===== config.mk =====
export PLATFORM = sky130hd
export DESIGN_NAME = sync_updown_mod_counter
export DESIGN_NICKNAME = d
export VERILOG_FILES = /design/src/rtl/sync_updown_mod_counter.sv
export SDC_FILE = /design/constraint.sdc
export NUM_CORES = 1
export LEC_CHECK = 0
export BUFFER_PORTS_ARGS = -buffer_cell sky130_fd_sc_hd__buf_2
export CELL_PAD_IN_SITES_DETAIL_PLACEMENT = 2
export CELL_PAD_IN_SITES_GLOBAL_PLACEMENT = 2
export CORE_MARGIN = 2
export CORE_UTILIZATION = 25
export CTS_CLUSTER_DIAMETER = 80
export DETAILED_ROUTE_END_ITERATION = 8
export GPL_ROUTABILITY_DRIVEN = 1
export PLACE_DENSITY = 0.76
export SYNTH_ARGS = -nofsm -noshare
export SYNTH_HDL_FRONTEND = slang
export SYNTH_SLANG_ARGS = --single-unit
export TNS_END_PERCENT = 30

===== constraint.sdc =====
create_clock -name clk -period 2 [get_ports clk]
set_input_delay 0.4 -clock clk [delete_from_list [all_inputs] [get_ports clk]]
set_output_delay 0.4 -clock clk [all_outputs]
set_load 0.1 [all_outputs]

===== src/rtl/sync_updown_mod_counter.sv =====
`default_nettype none
// ============================================================================
// Module      : sync_updown_mod_counter
// Description : Parametrised synchronous up/down modulo-MODULUS counter.
//               All WIDTH bits update on the same rising edge of clk.
//               Supports enable, direction, parallel load with range check,
//               synchronous clear, and wrap or saturate at the bounds.
//               A combinational terminal-count flag (tc) and cascade carry
//               (cout = en & tc) let stages chain into multi-digit counters.
// Ports       :
//   clk      in   1      rising-edge clock
//   rst      in   1      asynchronous reset, active high
//   clr      in   1      synchronous clear to 0 (highest priority)
//   load     in   1      synchronous parallel load
//   load_val in   WIDTH  value to load (out-of-range loads clamp to MODULUS-1)
//   en       in   1      count enable / cascade input
//   up_dn    in   1      1 = count up, 0 = count down
//   count    out  WIDTH  registered count value
//   tc       out  1      combinational terminal-count flag
//   cout     out  1      combinational cascade carry (en & tc)
//   wrapped  out  1      registered one-cycle pulse after a wrap
//   load_err out  1      registered one-cycle pulse after out-of-range load
// Revision    : 1.0 - initial release
// ============================================================================
module sync_updown_mod_counter #(
  parameter int unsigned     WIDTH    = 4,
  parameter longint unsigned MODULUS  = 10,
  parameter bit              SATURATE = 1'b0
) (
  input  logic             clk,
  input  logic             rst,
  input  logic             clr,
  input  logic             load,
  input  logic [WIDTH-1:0] load_val,
  input  logic             en,
  input  logic             up_dn,
  output logic [WIDTH-1:0] count,
  output logic             tc,
  output logic             cout,
  output logic             wrapped,
  output logic             load_err
);

  // MODULUS may equal 2**WIDTH, which does not fit in WIDTH bits, so every
  // bound comparison is made against MODULUS-1 rather than MODULUS.
  localparam logic [WIDTH-1:0] C_MAX  = WIDTH'(MODULUS - 64'd1);
  localparam logic [WIDTH-1:0] C_ZERO = '0;
  localparam logic [WIDTH-1:0] C_ONE  = WIDTH'(1);

  logic [WIDTH-1:0] count_q, count_d;
  logic             wrapped_q, wrapped_d;
  logic             load_err_q, load_err_d;

  logic             at_max;
  logic             at_min;
  logic             sat_mode;

  assign at_max = (count_q == C_MAX);
  assign at_min = (count_q == C_ZERO);

  // Mode selection is static; the labelled generate keeps the choice visible
  // in the elaborated hierarchy.
  generate
    if (SATURATE) begin : g_saturate
      assign sat_mode = 1'b1;
    end else begin : g_wrap
      assign sat_mode = 1'b0;
    end
  endgenerate

  // Next-state logic: clr > load > en > hold.
  always_comb begin
    count_d    = count_q;
    wrapped_d  = 1'b0;
    load_err_d = 1'b0;

    if (clr) begin
      count_d = C_ZERO;
    end else if (load) begin
      // load_val <= MODULUS-1 is the in-range test; it avoids forming
      // MODULUS itself in WIDTH bits.
      if (load_val <= C_MAX) begin
        count_d = load_val;
      end else begin
        count_d    = C_MAX;
        load_err_d = 1'b1;
      end
    end else if (en) begin
      if (up_dn) begin
        if (!at_max) begin
          count_d = count_q + C_ONE;
        end else if (!sat_mode) begin
          count_d   = C_ZERO;
          wrapped_d = 1'b1;
        end
      end else begin
        if (!at_min) begin
          count_d = count_q - C_ONE;
        end else if (!sat_mode) begin
          count_d   = C_MAX;
          wrapped_d = 1'b1;
        end
      end
    end
  end

  always_ff @(posedge clk or posedge rst) begin
    if (rst) begin
      count_q    <= C_ZERO;
      wrapped_q  <= 1'b0;
      load_err_q <= 1'b0;
    end else begin
      count_q    <= count_d;
      wrapped_q  <= wrapped_d;
      load_err_q <= load_err_d;
    end
  end

  // Terminal count looks at the bound in the current direction, so a
  // direction change is reflected with zero latency.
  assign tc       = up_dn ? at_max : at_min;
  assign cout     = en & tc;
  assign count    = count_q;
  assign wrapped  = wrapped_q;
  assign load_err = load_err_q;

endmodule
`default_nettype wire


; ---- Word-level counts from Yosys, hierarchy flattened
; Index checks and enable logic that the tools add are counted.
[totals]
word_cells = 27
latchBits = 0
romBits = 0
regBits = 6
in_bits = 10
n_memories = 0
ram_bits = 0
output_inout_bits = 8
[classes]
n_shift = 0
n_eq_ne = 1
bitwise_logic = 1
div_mod_pow = 0
reduce_logical = 2
n_mul = 0
addsub = 2
n_lt_le_gt_ge = 1
n_mux = 17
[op_table]
columns = cell, n
row1 = $mux 4, 7
row2 = $mux 1, 10
row3 = $add 4x1->4 const B, 1
row4 = $eq 4x4->1 const B, 1
row5 = $le 4x4->1 const B, 1
row6 = $logic_not 4->1, 1
row7 = $sub 4x1->4 const B, 1
row8 = $reduce_bool 3->1, 1
row9 = $and 1x1->1, 1

; ---- Depth between registers and ports, before layout
; Gate-level depths: netlist of run 1.
[depth]
depth_word = 6
mapped_depth = 4
ltp_nobuf = 3

; ---- Worst setup path before layout of run 1
; Ideal clock, no wire load.
[synth_timing]
path_kind = register to output
start = reg count_q[3], in the netlist count[3]
end = out cout
t_arrival_ns = 3.657
required_time_ns = 1.600
path_slack_ns = -2.057
stages_incl_launch_ff = 5
path_cell_list = dfrtp_1 -> buf_2 -> or3_1 -> a211oi_2 -> and2_1
[synth_between]
elab_chain_len = 3
word_cells_on_any_way = 4
cone_classes = eq/ne: 1 / mux: 1 / bitwise: 1 / reduce/logical: 1
[synth_rtl]
columns = element, line
row1 = start: declaration, 50  ; logic [WIDTH-1:0] count_q, count_d;
row2 = start signal: assignment, 113  ; count_q <= count_d;
row3 = $eq 4x4->1 / $logic_not 4->1 (equally long branches), "58, 59"
row4 = $mux 1 (*), 121  ; assign tc = up_dn ? at_max : at_min;
row5 = via tc, 38  ; output logic tc,
row6 = $and 1x1->1 (*), 122  ; assign cout = en & tc;
row7 = end: declaration, 39  ; output logic cout,
; Mark *: on every way through the listed nets, which the timed path passes. The rest lies on a longest branch.

; ---- Final worst setup path of run 1
[layout_timing]
start = reg count_q[3], in the netlist count[3]
end = out cout
[layout_between]
elab_chain_len = 3
word_cells_on_any_way = 4
cone_classes = eq/ne: 1 / mux: 1 / bitwise: 1 / reduce/logical: 1
[layout_rtl]
columns = element, line
row1 = $eq 4x4->1 / $logic_not 4->1 (equally long branches), "58, 59"
row2 = $mux 1 (*), 121
row3 = $and 1x1->1 (*), 122
; Every way passes the cells marked *; elsewhere a longest branch is shown, timed or not.

==> results.yml, run 1 <==
die:
  die_area_mm2: 0.002179
  die_h_um: 46.68
  pin_count: 18
  core-area_mm2: 0.001727
  rows: 15
  die_x_um: 46.68
  initial_core_util_pct: 26.38
placement:
  place_hpwl_um: 1094
  place_congestion: 0.7062
  dpl_cell_area_um2: 628.1
  placed_cells: 94
  pre_cts_slack_ns: 0.1513
  io_buffer_count: 17
final_layout:
  fillers: 209
  final_common_cell: "buf_2"
  drive_gt1_share_pct: 41.67
  n_antenna_cell: 0
  multi_input_area_um2: 274.0
  final_cell_mix: "15 x buf_2, 6 x inv_1, 4 x dfrtp_1, 4 x buf_4"
  final_nets: 84
  stdcell_area_um2: 650.6
  areaGrowthSynthToFinish_pct: 42.86
  regArea_um2: 155.1
  stdcell_count: 97
clocking:
  clk_latency_ns: 0.25
  clk_path_buf_depth: 2
  cts_max_level: 1
  clk_pin_slew_ns: 0.04
  cts_sinks: 6
  cts_tree: "done"
  cts_root_buf: "clkbuf_4"
  hold_buffers: 0
  cts_buffers: 3
run:
  cap_violations: 0
worst_setup_path:
  critPathKind: "flop to primary output"
  cpPeakStageDelay_ns: 0.46
  startpoint_type: "flop"
  crit_path_end_kind: "primary output"
  required_ns: 1.60
  path_cells: "or3_4 -> a211oi_4 -> and2_4 -> buf_12"
  critPathMaxFanout: 2
  arrival_ns: 1.63
  crit_slowest_cell: "dfrtp_4"
route:
  via_per_inst: 4.918
  totalWireLength_um: 1406
  drc_errors: 0
  vias: 477
  first_iter_violations: 0
  wl_per_cell_um: 14.49
  ant_nets: 0
  drtPass1Iterations: 1
sta:
  rsz0062_at_grt: "true"
  slew_headroom_pct: 67.63
  timing.final.crit_share_pct: 101.5
  finalMaxSlewViolations: 0
  timing.fmax_ghz: 0.4924
  final.setup.worst_slack_ns: -0.03084
  setup-tns-final_ns: -0.04771
  tightest_slew_ns: 0.4889
  final.min_clock_period_ns: 2.031
  hold_viol_final: 0
  setup_viol: 2
  skew_ns: 0.003132
global_route:
  track_usage_pct: 15.68
  grt_pass1_wl_um: 2283
  gr-total-overflow: 0
  grt_antenna_before_repair: 0
  grt_pass1_vias: 497
  grt_max_degree: 13
synth:
  synthCells: 52
  syn_area_um2: 455.4
  syn_area_per_cell_um2: 8.758
  ys_warn_count: 0
  ys_seq_area_share_pct: 32.97
  syn_nets: 62
  synth_cell_types: 33
  synth_seq_cells: 6
pwr:
  power.leakage_nw: 0.2913
  p_per_area_mw_per_mm2: 692.8
  irDropWorstVdd_mv: 0.1947
outcome:
  violations: "negative setup slack"
  outcome: "complete, but fails checks"
hold_path:
  hp-class: "input port to async pin"
==> report_power, final <==
part	leakage (nW)	internal, mW	switching (mW)
logic	0.201	0.0625	0.134
clock network	0.0138	0.0680	0.0459
registers	0.0770	0.130	0.0102
==> worst paths after layout <==
kind                           from        to  slack (ns)  cells past startpoint
min in group clk               load   wrapped        0.38                      2
hold reg to reg            count[0]  count[0]        0.80                      3
setup reg to reg           count[0]  count[2]        0.34                      4
setup / recovery           count[3]      cout       -0.03                      4
max in group asynchronous       rst  count[3]        1.75                      2
hold / removal                  rst  count[2]        0.05                      2
==> final cells by class <==
class,instances,area share (%)
Multi-Input combinational cell,36,42.12
Tap cell,25,4.808
Sequential cell,6,23.85
Inverter,6,3.462
Clock buffer,3,3.462
Timing Repair Buffer,21,22.31
==> per-stage QoR <==
step | utilization, % | power (mW) | hold WS, ns
floorplan | - | 0.2858 | 0.1909
finish | 37.68 | 0.4508 | 0.04597
detailed placement | 36.38 | 0.3409 | 0.3216
CTS | 37.68 | 0.4614 | 0.04206
global placement | 36.38 | 0.3374 | 0.3096
global route | 37.68 | 0.4792 | 0.06441
==> metal layers <==
| layer | share of wire [%] | GRT usage [%] | vias up |
|---|---|---|---|
| met5 | 0 | 0 | - |
| li1 | - | - | 231 |
| met4 | 3.1 | 11.67 | 0 |
| met3 | 1.9 | 2.745 | 5 |
| met1 | 43 | 18.78 | 233 |
| met2 | 52 | 24.72 | 8 |
==> flip-flops by register name (all words and copies together), names as in the netlist <==
name / cells
wrapped: 1
count: 4
load_err: 1
==> cells by family (layout without fill, tap and decap cells) <==
logic type / after synthesis / count (layout) / synth area share, %
compound gates: 17 / 17 / 29.40
buf+inv: 10 / 30 / 10.16
xor+xnor: 3 / 3 / 5.770
simple gates: 16 / 16 / 21.70
flops: 6 / 6 / 32.97
==> synthesized netlist by cell type (all sizes together) <==
library cell  instances  area [µm²]
dfrtp                 6       150.1
o41ai                 1       8.760
or3                   2       12.51
nand4                 1       6.260
o311a                 1       10.01
o22a                  1       8.760
a221oi                1       8.760
inv                   6       22.52
a21oi                 2       10.01
a21o                  2       15.01
a311oi                1       8.760
o21a                  1       7.510
and2                  1       6.260
nor2b                 1       6.260
a21boi                1       7.510
a31oi                 1       6.260
buf                   2       16.26
nand3b                2       15.01
a41oi                 1       8.760
o31ai                 1       7.510
a211oi                1       12.51
nor4b                 1       15.01
xnor2                 2       17.52
xor2                  1       8.760
o2111ai               1       8.760
clkbuf                2       7.510
o21ai                 1       5.000
nand2                 3       11.26
nor3                  1       5.000
nor2                  1       3.750
or4                   1       7.510
nand3                 2       10.01
==> worst max-delay path: cells and delay by family, from the launching register on <==
family,cells,cell delay (ns)
AO/OA/AOI/OAI,1,0.22
buffers and inverters,1,0.16
flip-flops,1,0.46
AND/OR/NAND/NOR,2,0.52
==> repair_timing <==
action,CTS,global route
endpoints found under the setup margin,2,2
setup buffers,0,0
pin swaps,1,0
gates resized for setup,0,0
Power figures use the tool's default switching activity.
==> inputs of run 2 (changes only) <==
--- a/config.mk
+++ b/config.mk
@@ -14,6 +14,7 @@
 export DETAILED_ROUTE_END_ITERATION = 8
 export GPL_ROUTABILITY_DRIVEN = 1
 export PLACE_DENSITY = 0.76
+export SKIP_CTS_REPAIR_TIMING = 1
 export SYNTH_ARGS = -nofsm -noshare
 export SYNTH_HDL_FRONTEND = slang
 export SYNTH_SLANG_ARGS = --single-unit
==> run 2 against run 1 <==
  * The flow still finishes with violations (negative setup slack)
  * Power is the same
  * Global-route usage is the same
  * Sequential share of layout area is the same
  * Core utilization is the same
  * Clock-buffer cell count is the same
  * Highest routed layer unchanged
  * Maximum frequency is the same
  * Critical path type unchanged
  * Sequential cell count is the same
  * Clock power is essentially flat
  * Cell count is the same
  * Largest power group unchanged
==> results.yml, run 2 (synthesis gave the netlist of run 1 again) <==
sta:
  timing.final.crit_share_pct: 101.5
  finalMaxSlewViolations: 0
  whs_ns: 0.04597
  setup_viol: 2
  rsz0062_at_grt: "true"
  timing.fmax_ghz: 0.4924
  skew_ns: 0.003132
  final.min_clock_period_ns: 2.031
  final.setup.worst_slack_ns: -0.03084
  tightest_slew_ns: 0.4889
  hold_viol_final: 0
  slew_headroom_pct: 67.63
die:
  die_h_um: 46.68
  core-area_mm2: 0.001727
  initial_core_util_pct: 26.38
  pin_count: 18
  die_x_um: 46.68
  die_area_mm2: 0.002179
  rows: 15
final_layout:
  n_antenna_cell: 0
  drive_gt1_share_pct: 41.67
  areaGrowthSynthToFinish_pct: 42.86
  largest_reg_flops: 4
  fillers: 209
  final_core_util_pct: 37.68
  final_cell_mix: "15 x buf_2, 6 x inv_1, 4 x dfrtp_1, 4 x buf_4"
  final_common_cell: "buf_2"
  final_nets: 84
route:
  totalWireLength_um: 1406
  first_iter_violations: 0
  vias: 477
  ant_nets: 0
  drc_errors: 0
  via_per_inst: 4.918
  wl_per_cell_um: 14.49
  drtPass1Iterations: 1
global_route:
  track_usage_pct: 15.68
  grt_antenna_before_repair: 0
  grt_max_degree: 13
  grt_pass1_vias: 498
  grt_pass1_wl_um: 2283
  gr-total-overflow: 0
clocking:
  cts_buffers: 3
  cts_root_buf: "clkbuf_4"
  cts_max_level: 1
  clk_pin_slew_ns: 0.04
  cts_sinks: 6
  clk_path_buf_depth: 2
  cts_tree: "done"
  clk_latency_ns: 0.25
pwr:
  irDropWorstVdd_mv: 0.1947
  power.leakage_nw: 0.2913
  p_per_area_mw_per_mm2: 692.8
worst_setup_path:
  r2r_start: "count[0]"
  crit_path_end_kind: "primary output"
  path_cells: "or3_4 -> a211oi_4 -> and2_4 -> buf_12"
  crit_slowest_cell: "dfrtp_4"
  startpoint_type: "flop"
  arrival_ns: 1.63
  required_ns: 1.60
  cpPeakStageDelay_ns: 0.46
  critPathKind: "flop to primary output"
  critPathMaxFanout: 2
  crit_start: "count[3]"
placement:
  io_buffer_count: 17
  place_congestion: 0.7062
  place_hpwl_um: 1094
outcome:
  violations: "negative setup slack"
  outcome: "complete, but fails checks"
hold_path:
  hp-class: "input port to async pin"
run:
  cap_violations: 0
run 2: area by class of cell:
class,count,area (µm²),share of cell area [%]
Sequential cell,6,155.1,23.85
Multi-Input combinational cell,36,274.0,42.12
Tap cell,25,31.28,4.808
Clock buffer,3,22.52,3.462
Inverter,6,22.52,3.462
Timing Repair Buffer,21,145.1,22.31
run 2: routing by layer:
| layer | vias to the layer above | wire length, µm | global-route usage (%) | share of wire, % |
|---|---|---|---|---|
| li1 | 231 | - | - | - |
| met1 | 233 | 609 | 18.78 | 43 |
| met2 | 8 | 726 | 24.72 | 52 |
| met3 | 5 | 27 | 2.745 | 1.9 |
| met4 | 0 | 44 | 11.67 | 3.1 |
| met5 | - | 0 | 0 | 0 |
run 2: final timing paths:
kind                                  to  slack, ns  cells past startpoint
max in group asynchronous       count[3]       1.75                      2
worst min-delay path            count[2]       0.05                      2
min in group clk                 wrapped       0.38                      2
worst max-delay path                cout      -0.03                      4
worst min register to register  count[0]       0.80                      3
worst max register to register  count[2]       0.34                      4
run 2: critical path, delay by kind of cell, from the launching register on:
kind / cells / cell delay (ns)
DFF: 1 / 0.46
and+or+nand+nor: 2 / 0.52
AOI/OAI and AO/OA: 1 / 0.22
buffers and inverters: 1 / 0.16
run 2: report_power, final:
group	switching (mW)	total, mW	internal (mW)
logic	0.134	0.196	0.0625
clock network	0.0459	0.114	0.0680
registers	0.0102	0.140	0.130
total	0.190	0.451	0.261
run 2: per-stage QoR:
stage	instance area [µm²]	TNS (ns)	power, mW	setup slack [ns]	cells
floorplan	481.7	-1.867	0.2858	-0.9517	52
global placement	628.1	0	0.3374	0.1638	94
detailed placement	628.1	0	0.3409	0.1513	94
CTS	650.6	-0.08626	0.4614	-0.05082	97
global route	650.6	-0.1556	0.4792	-0.08177	97
finish	650.6	-0.04771	0.4508	-0.03084	97
==> inputs of run 3 (changes only) <==
--- a/config.mk
+++ b/config.mk
@@ -5,15 +5,15 @@
 export SDC_FILE = /design/constraint.sdc
 export NUM_CORES = 1
 export LEC_CHECK = 0
-export BUFFER_PORTS_ARGS = -buffer_cell sky130_fd_sc_hd__buf_2
 export CELL_PAD_IN_SITES_DETAIL_PLACEMENT = 2
 export CELL_PAD_IN_SITES_GLOBAL_PLACEMENT = 2
 export CORE_MARGIN = 2
-export CORE_UTILIZATION = 25
+export CORE_UTILIZATION = 31
 export CTS_CLUSTER_DIAMETER = 80
 export DETAILED_ROUTE_END_ITERATION = 8
+export DONT_BUFFER_PORTS = 1
 export GPL_ROUTABILITY_DRIVEN = 1
-export PLACE_DENSITY = 0.76
+export PLACE_DENSITY = 0.72
 export SKIP_CTS_REPAIR_TIMING = 1
 export SYNTH_ARGS = -nofsm -noshare
 export SYNTH_HDL_FRONTEND = slang
==> run 3 against run 2 <==
  * The flow still finishes with violations (negative setup slack)
  * Via count up 1.3%
  * Critical path depth unchanged
  * Combinational power down 8%
  * Global-route usage up 2.4 points
  * Sequential cell count unchanged
  * Die area down 18%
  * Sequential power about the same
  * Register-to-register slack worse by 0.09 ns
  * Final area down 6.3%
  * Largest cell class unchanged
==> results.yml, run 3 (synthesis gave the netlist of run 1 again) <==
final_layout:
  final_common_cell: "buf_4"
  areaGrowthSynthToFinish_pct: 33.79
  final_core_util_pct: 45.68
  largest_reg_flops: 4
  final_cell_mix: "11 x buf_4, 6 x inv_1, 4 x dfrtp_1, 3 x nand2_1, 3 x clkbuf_4"
  n_antenna_cell: 0
  drive_gt1_share_pct: 32.31
  final_nets: 76
clocking:
  cts_root_buf: "clkbuf_4"
  clk_pin_slew_ns: 0.07
  cts_max_level: 1
  cts_sinks: 6
  cts_tree: "done"
  clk_latency_ns: 0.28
  cts_buffers: 3
  clk_path_buf_depth: 2
hold_path:
  hp-class: "input port to flop"
sta:
  timing.final.crit_share_pct: 105.1
  final.min_clock_period_ns: 2.101
  rsz0062_at_grt: "true"
  hold_viol_final: 0
  finalMaxSlewViolations: 0
  tightest_slew_ns: 0.3642
  slew_headroom_pct: 75.72
  skew_ns: 0.02322
  final.setup.worst_slack_ns: -0.1010
  setup_viol: 2
  timing.fmax_ghz: 0.4760
pwr:
  switching_power_uw: 199.4
  p_int_uw: 263.0
  irDropWorstVdd_mv: 0.2579
  power.leakage_nw: 0.2592
  pwr-share-comb_pct: 38.8
  design_power_total_uw: 462.4
  power_frac_seq_pct: 30.9
  clkPwrFrac_pct: 30.2
  p_per_area_mw_per_mm2: 758.9
  p_sw_share_pct: 43.13
global_route:
  grt_antenna_before_repair: 0
  grt_pass1_wl_um: 2346
  grt_pass1_vias: 461
  track_usage_pct: 18.04
  grt_max_degree: 12
  gr-total-overflow: 0
die:
  core-area_mm2: 0.001334
  pin_count: 18
  initial_core_util_pct: 34.15
  die_h_um: 42.33
  die_x_um: 42.33
  die_area_mm2: 0.001792
  rows: 13
outcome:
  violations: "negative setup slack"
  outcome: "complete, but fails checks"
placement:
  io_buffer_count: 0
  place_hpwl_um: 1105
  place_congestion: 0.7321
  pre_cts_slack_ns: 0.1680
worst_setup_path:
  critPathMaxFanout: 6
  critPathKind: "flop to primary output"
  startpoint_type: "flop"
  crit_path_end_kind: "primary output"
  required_ns: 1.60
  arrival_ns: 1.70
route:
  via_per_inst: 6.038
  totalWireLength_um: 1641
  first_iter_violations: 8
  drc_errors: 0
  vias: 483
  ant_nets: 0
  wl_per_cell_um: 20.51
  drtPass1Iterations: 4
run:
  cap_violations: 0
-- run 3: final cells by class --
class,instances,area [µm²]
fill,154,724.4
tap,15,18.77
sequential,6,155.1
timing repair buffer,13,112.6
inverter,6,22.52
multi-input combinational,36,274.0
clock buffer,4,26.28
-- run 3: metal layers --
layer	up-vias	track usage [%]	wire [µm]
li1	217	-	-
met1	243	21.88	705
met2	20	28.31	820
met3	3	4.310	89
met4	0	11.25	25
met5	-	0	0
-- run 3: worst max-delay path, cell delays in order (launching register included) --
cell and delay, ns:
dfrtp_4 0.51, or3_4 0.35, a211oi_4 0.22, and2_4 0.18
buf_12 0.16
-- run 3: through the flow --
step,TNS [ns],instance area [µm²],instances,hold WS (ns)
after floorplan,-1.867,481.7,52,0.1909
after global placement,0,550.5,72,0.2023
after detailed placement,0,550.5,72,0.2217
after CTS,-0.2402,576.8,76,-0.06755
after global routing,-0.2743,609.3,80,0.1780
final,-0.1822,609.3,80,0.1804
-- run 3: power by group through the flow --
stage | clock, mW | sequential [mW] | combinational (mW)
2_1_floorplan | 0 | 0.193 | 0.0923
3_3_place_gp | 0 | 0.145 | 0.164
3_5_place_dp | 0 | 0.147 | 0.167
4_1_cts | 0.135 | 0.145 | 0.168
5_1_grt | 0.147 | 0.144 | 0.188
6_report | 0.140 | 0.143 | 0.180
-- run 3: worst paths after layout --
| check | from | endpoint | slack [ns] | depth (start not counted) |
|---|---|---|---|---|
| worst max-delay path | count[3] | cout | -0.10 | 4 |
| worst min-delay path | load | wrapped | 0.18 | 1 |
| worst max register to register | count[3] | wrapped | 0.25 | 4 |
| worst min register to register | count[1] | count[1] | 0.84 | 3 |
| max in group asynchronous | rst | load_err | 1.29 | 2 |
| min in group asynchronous | rst | count[3] | 0.48 | 2 |
